==> config.mk <==
export PLATFORM = sky130hd
export DESIGN_NAME = scene_sequencer
export DESIGN_NICKNAME = d
export VERILOG_FILES = /design/src/rtl/scene_sequencer_pkg.sv /design/src/rtl/scene_sequencer_fader.sv /design/src/rtl/scene_sequencer.sv
export SDC_FILE = /design/constraint.sdc
export NUM_CORES = 1
export LEC_CHECK = 0
export ABC_AREA = 1
export ABC_CLOCK_PERIOD_IN_PS = 4200
export BUFFER_PORTS_ARGS = -buffer_cell sky130_fd_sc_hd__buf_2
export CAP_MARGIN = 40
export CORE_ASPECT_RATIO = 0.75
export CORE_MARGIN = 4
export CORE_UTILIZATION = 36
export CTS_CLUSTER_SIZE = 8
export DETAILED_ROUTE_END_ITERATION = 10
export GPL_ROUTABILITY_DRIVEN = 0
export SETUP_SLACK_MARGIN = 0.5
export SYNTH_ARGS = -nofsm -noshare
export SYNTH_HDL_FRONTEND = slang
export SYNTH_SLANG_ARGS = --single-unit
export TNS_END_PERCENT = 5
==> constraint.sdc <==
create_clock -name clk -period 4.2 [get_ports clk]
set_input_delay 0 -clock clk [delete_from_list [all_inputs] [get_ports clk]]
set_output_delay 0 -clock clk [all_outputs]
set_load 0.05 [all_outputs]
==> src/rtl/scene_sequencer_pkg.sv <==
// Shared scene-controller constants: scene codes, FSM encodings, fade levels
// and the default visible-area geometry shared with the VGA timing and renderers.
package scene_sequencer_pkg;

  localparam int H_ACTIVE_DEF = 640;
  localparam int V_ACTIVE_DEF = 480;

  localparam int LEVEL_W = 5;
  localparam logic [LEVEL_W-1:0] LEVEL_MAX = 5'd16;

  localparam logic [1:0] SCENE_START = 2'd0;
  localparam logic [1:0] SCENE_GAME  = 2'd1;
  localparam logic [1:0] SCENE_OVER  = 2'd2;

  typedef enum logic [1:0] {
    ST_SHOW     = 2'd0,
    ST_FADE_OUT = 2'd1,
    ST_FADE_IN  = 2'd2
  } state_e;

endpackage

==> src/rtl/scene_sequencer_fader.sv <==
// Combinational brightness scaler: each colour channel becomes (c*level)>>4,
// so level 16 passes the pixel through and level 0 is black.
module rgb_fader
  import scene_sequencer_pkg::*;
#(
  parameter int NUM_LANES = 3,
  parameter int VEC_W     = 4
) (
  input  logic [NUM_LANES-1:0][VEC_W-1:0] pix,
  input  logic [LEVEL_W-1:0]              level,
  output logic [NUM_LANES-1:0][VEC_W-1:0] pix_out
);

  for (genvar i = 0; i < NUM_LANES; i++) begin : g_lane
    logic [VEC_W+LEVEL_W-1:0] prod;
    assign prod       = {{LEVEL_W{1'b0}}, pix[i]} * {{VEC_W{1'b0}}, level};
    assign pix_out[i] = VEC_W'(prod >> 4);
  end

endmodule

==> src/rtl/scene_sequencer.sv <==
// Scene selector for the VGA path: picks the active scene source, runs the
// frame-timed fade-out/fade-in between scenes and registers the final pixel.
module scene_sequencer
  import scene_sequencer_pkg::*;
#(
  parameter int H_ACTIVE    = H_ACTIVE_DEF,
  parameter int V_ACTIVE    = V_ACTIVE_DEF,
  parameter int FADE_FRAMES = 2
) (
  input  logic        clk,
  input  logic        rst_n,
  input  logic [9:0]  h_cnt,
  input  logic [9:0]  v_cnt,
  input  logic        start_btn,
  input  logic        game_over,
  input  logic        restart_btn,
  input  logic [11:0] start_rgb,
  input  logic [11:0] game_rgb,
  input  logic [11:0] over_rgb,
  output logic [11:0] vga_data,
  output logic [1:0]  scene_sel,
  output logic        busy,
  output logic        game_rst
);

  localparam logic [9:0] H_LIM   = 10'(H_ACTIVE);
  localparam logic [9:0] V_LIM   = 10'(V_ACTIVE);
  localparam logic [7:0] FD_LAST = 8'(FADE_FRAMES - 1);

  state_e               state_q, state_d;
  logic [1:0]           scene_q, scene_d;
  logic [1:0]           target_q, target_d;
  logic [LEVEL_W-1:0]   level_q, level_d;
  logic [7:0]           div_q, div_d;
  logic                 busy_d, game_rst_d;
  logic                 vsync_flag_q;
  logic                 flag, tick, step;
  logic [11:0]          src, faded;

  // One tick per frame, on entry to vertical blanking.
  assign flag = (v_cnt >= V_LIM);
  assign tick = flag & ~vsync_flag_q;
  assign step = tick && (div_q == FD_LAST);

  always_comb begin
    state_d    = state_q;
    scene_d    = scene_q;
    target_d   = target_q;
    level_d    = level_q;
    div_d      = div_q;
    game_rst_d = 1'b0;
    case (state_q)
      ST_SHOW: begin
        if (scene_q == SCENE_START && start_btn) begin
          target_d = SCENE_GAME;
          state_d  = ST_FADE_OUT;
        end else if (scene_q == SCENE_GAME && game_over) begin
          target_d = SCENE_OVER;
          state_d  = ST_FADE_OUT;
        end else if (scene_q == SCENE_OVER && restart_btn) begin
          target_d = SCENE_START;
          state_d  = ST_FADE_OUT;
        end
      end
      ST_FADE_OUT: begin
        if (step) begin
          div_d   = '0;
          level_d = level_q - 1'b1;
          // Scene swaps on the same update that reaches black.
          if (level_q == 5'd1) begin
            scene_d    = target_q;
            state_d    = ST_FADE_IN;
            game_rst_d = (target_q == SCENE_GAME);
          end
        end else if (tick) begin
          div_d = div_q + 1'b1;
        end
      end
      ST_FADE_IN: begin
        if (step) begin
          div_d   = '0;
          level_d = level_q + 1'b1;
          if (level_q == LEVEL_MAX - 1'b1) state_d = ST_SHOW;
        end else if (tick) begin
          div_d = div_q + 1'b1;
        end
      end
      default: state_d = ST_SHOW;
    endcase
    if (state_d != state_q) div_d = '0;
    busy_d = (state_d != ST_SHOW);
  end

  always_ff @(posedge clk or negedge rst_n) begin
    if (!rst_n) begin
      state_q      <= ST_SHOW;
      scene_q      <= SCENE_START;
      target_q     <= SCENE_START;
      level_q      <= LEVEL_MAX;
      div_q        <= '0;
      busy         <= 1'b0;
      game_rst     <= 1'b0;
      vsync_flag_q <= 1'b0;
    end else begin
      state_q      <= state_d;
      scene_q      <= scene_d;
      target_q     <= target_d;
      level_q      <= level_d;
      div_q        <= div_d;
      busy         <= busy_d;
      game_rst     <= game_rst_d;
      vsync_flag_q <= flag;
    end
  end

  always_comb begin
    src = 12'h000;
    case (scene_q)
      SCENE_START: src = start_rgb;
      SCENE_GAME:  src = game_rgb;
      SCENE_OVER:  src = over_rgb;
      default:     src = 12'h000;
    endcase
  end

  rgb_fader #(.NUM_LANES(3), .VEC_W(4)) u_fader (
    .pix     (src),
    .level   (level_q),
    .pix_out (faded)
  );

  always_ff @(posedge clk or negedge rst_n) begin
    if (!rst_n)                             vga_data <= 12'h000;
    else if (h_cnt >= H_LIM || v_cnt >= V_LIM) vga_data <= 12'h000;
    else                                    vga_data <= faded;
  end

  assign scene_sel = scene_q;

endmodule

==> impl_metrics.env <==
export IMPL_status="finished clean"
export IMPL_max_stage_delay_ns=0.53
export IMPL_regToRegEndpoint="vga_data[3]"
export IMPL_vias=3186
export IMPL_yosys_top_cells_count="nand2_1, inv_1, ha_1"
export IMPL_via_per_inst=4.67
export IMPL_post_place_ws_ns=0.549
export IMPL_ant_nets=0
export IMPL_cp_arrival_ns=3.64
export IMPL_synth_nets=594
export IMPL_slew_violations=0
export IMPL_antenna_cells=0
export IMPL_grt_overflow=0
export IMPL_worstSetupPathType="reg2reg"
export IMPL_clock_path_buffers=2
export IMPL_synth_seq_cells=34
export IMPL_clk_pin_slew_ns=0.05
export IMPL_synth_area_per_cell_sq_um=7.17
export IMPL_yosys_area_top_type="dfrtp_1"
export IMPL_r2r_start="scene_sel[1]"
export IMPL_grt_setup_unrepaired="true"
export IMPL_critPathRequiredTime_ns=4.35
export IMPL_insertion_delay_ns=0.28
export IMPL_grt_max_degree=35
export IMPL_area_growth_pct=20.6
export IMPL_drt_initial_drc_count=207
export IMPL_worstHoldEndpoint="target_q[1]"
export IMPL_crit_buf_inv=6
export IMPL_grt_pass1_vias=3030
export IMPL_synthCells=481
export IMPL_cp_top_family="adder cells"
export IMPL_finalSetupViolations=0
export IMPL_worst_pin_slew_ns=0.781
export IMPL_yosysMostFrequentCell="nand2_1"
export IMPL_dr_pass1_iters=4
export IMPL_cp_start_kind="flop"
export IMPL_die_h_um=92.8
export IMPL_path_cells="inv_2 -> nor2_4 -> buf_12 -> buf_4 -> nand2_1 -> nand3_4 -> nand2_1 -> inv_1 -> fa_1 -> inv_1 -> fa_1 -> inv_1 -> ha_1 -> nand2_1 -> a21oi_1 -> a211oi_1 -> nand2_1 -> o21ai_0 -> a21oi_1"
export IMPL_ys_types=35
export IMPL_crit_slowest_cell="fa_1"
export IMPL_powerDensity_nw_per_um2=561
export IMPL_startpoint="scene_sel[1]"
export IMPL_ir_drop_mv=0.309
export IMPL_grt_pass1_wl_um=14200
export IMPL_hpwl_um=6430
export IMPL_finalSetupTns_ns=0
export IMPL_synthTopCellsByArea="dfrtp_1, nand2_1, ha_1"
export IMPL_fin_crit_ns=3.49
export IMPL_drcViolationCount=0
export IMPL_synth_top_area_share_pct=23.9
export IMPL_hp_class="in2reg"
export IMPL_hold_viol_final=0
export IMPL_final_period_utilization_pct=83.0
export IMPL_wl_per_cell_um=12.1
export IMPL_worst_slack_ns=0.713
export IMPL_die_w_um=121
export IMPL_path_max_fanout=10
export IMPL_htreeDepth=2
export IMPL_rows=30
export IMPL_ios=77
export IMPL_rrSetupSlack_ns=0.71
export IMPL_cpMostUsedCell="nand2_1"
export IMPL_r2r_cells=19
export IMPL_whs_path_depth=3
export IMPL_portBuffers=64
export IMPL_maxCapViolations=0
export IMPL_initial_core_util_pct=37.5
export IMPL_yosys_warnings=0
export IMPL_max_freq_ghz=0.287
export IMPL_nNetsFinal=666
export IMPL_core_sq_um=9200
export IMPL_numCtsBuffers=5
export IMPL_power_mw=2.33
export IMPL_hp_start="game_over"
export IMPL_synth_edf_count=0
export IMPL_drt_total_wl_um=8270
export IMPL_ys_seq_area_share_pct=24.7
export IMPL_slew_headroom_pct=47.9
export IMPL_antenna_found_initial=0
export IMPL_cts_root_buf="clkbuf_16"
export IMPL_synthArstFlopShare_pct=100
export IMPL_grt_total_usage_pct=15.6
export IMPL_cts_sinks=34
export IMPL_die_area_sq_um=11200
export IMPL_drive_above_1_share_pct=19.3
export IMPL_ys_flop_type="dfrtp_1"
export IMPL_endpoint_kind="flop"
export IMPL_fin_worst_skew_ns=0.00396
export IMPL_cts_tree="built"
export IMPL_syn_area_sq_um=3450
export IMPL_p_leak_nw=2.38
-- timing repair --
item                       CTS  global route
buffers inserted             0             5
hold buffers                 2             0
resized for setup            0             5
setup endpoints to repair    0            10
hold endpoints to repair    34             0
-- metrics by stage --
stage | hold slack (ns) | cells | instance area [sq um] | util (%)
3_5_place_dp | 0.120 | 667 | 3900 | 42.4
3_3_place_gp | 0.122 | 667 | 3900 | 42.4
6_report | 0.0203 | 682 | 4160 | 45.2
4_1_cts | 0.0133 | 677 | 4080 | 44.3
2_1_floorplan | -0.296 | 481 | 3450 | -
5_1_grt | 0.0294 | 682 | 4160 | 45.2
-- power breakdown --
part / switching [mW] / total (mW) / internal (mW)
sequential: 0.105 / 0.506 / 0.401
clock: 0.142 / 0.377 / 0.235
combinational: 0.910 / 1.45 / 0.538
total: 1.16 / 2.33 / 1.17
-- cell usage in the layout (no fill, tap or decap), drive strengths merged --
cell type,synthesis,layout
nand2,146,146
inv,86,86
buf,5,72
nor2,41,41
ha,37,37
nand3,34,34
dfrtp,33,33
a21oi,21,21
fa,15,15
o21ai,14,14
xor2,12,12
nor3,8,8
xnor2,6,6
clkbuf,4,6
nand4,4,4
o211ai,3,3
a211oi,3,3
dlygate4sd3,0,2
clkinv,1,2
o21a,1,1
a21boi,1,1
and3,1,1
o21bai,1,1
mux2,1,1
a31oi,1,1
mux2i,1,1
clkinvlp,0,1
dfstp,1,1
-- worst min-delay path: stages --
cell	delay, ns
buf_2	0.10
nand2_1	0.07
o21ai_0	0.08
-- logic make-up after synthesis --
| family | synth area share [%] |
|---|---|
| multiplexers | 0.617 |
| XOR/XNOR | 4.57 |
| flip-flops | 24.7 |
| adder cells (fa/ha/maj) | 22.1 |
| buffers and inverters | 10.9 |
| AND/OR/NAND/NOR | 29.5 |
| AO/OA/AOI/OAI | 7.65 |
-- how the worst max path moves through the flow --
stage	depth (start not counted)	slack [ns]	end
finish	19	0.71	vga_data[3]
global route	17	0.44	vga_data[5]
global placement	15	0.62	vga_data[5]
CTS	17	0.53	vga_data[2]
detailed placement	17	0.55	vga_data[2]
floorplan	17	0.71	vga_data[11]
-- cell type report --
class / instances / area [sq um]
multi-input combinational: 351 / 2240
clock inverter: 2 / 12.5
fill: 943 / 5040
inverter: 87 / 327
clock buffer: 6 / 139
timing repair buffer: 74 / 425
sequential: 34 / 853
tap: 128 / 160
-- layer usage --
metal / up-vias / wire length (um) / share of wire (%) / global-route usage (%)
met5: - / 0 / 0 / 0
met1: 1467 / 4190 / 51 / 22.7
met3: 11 / 458 / 5.5 / 3.48
met4: 0 / 124 / 1.5 / 3.58
li1: 1642 / - / - / -
met2: 66 / 3500 / 42 / 23.7
-- flip-flops by register name, indices dropped and copies added, names as in the netlist --
register	count
busy	1
div_q	8
game_rst	1
level_q	5
scene_sel	2
state_q	2
target_q	2
vga_data	12
vsync_flag_q	1
Power figures use the tool's default switching activity.
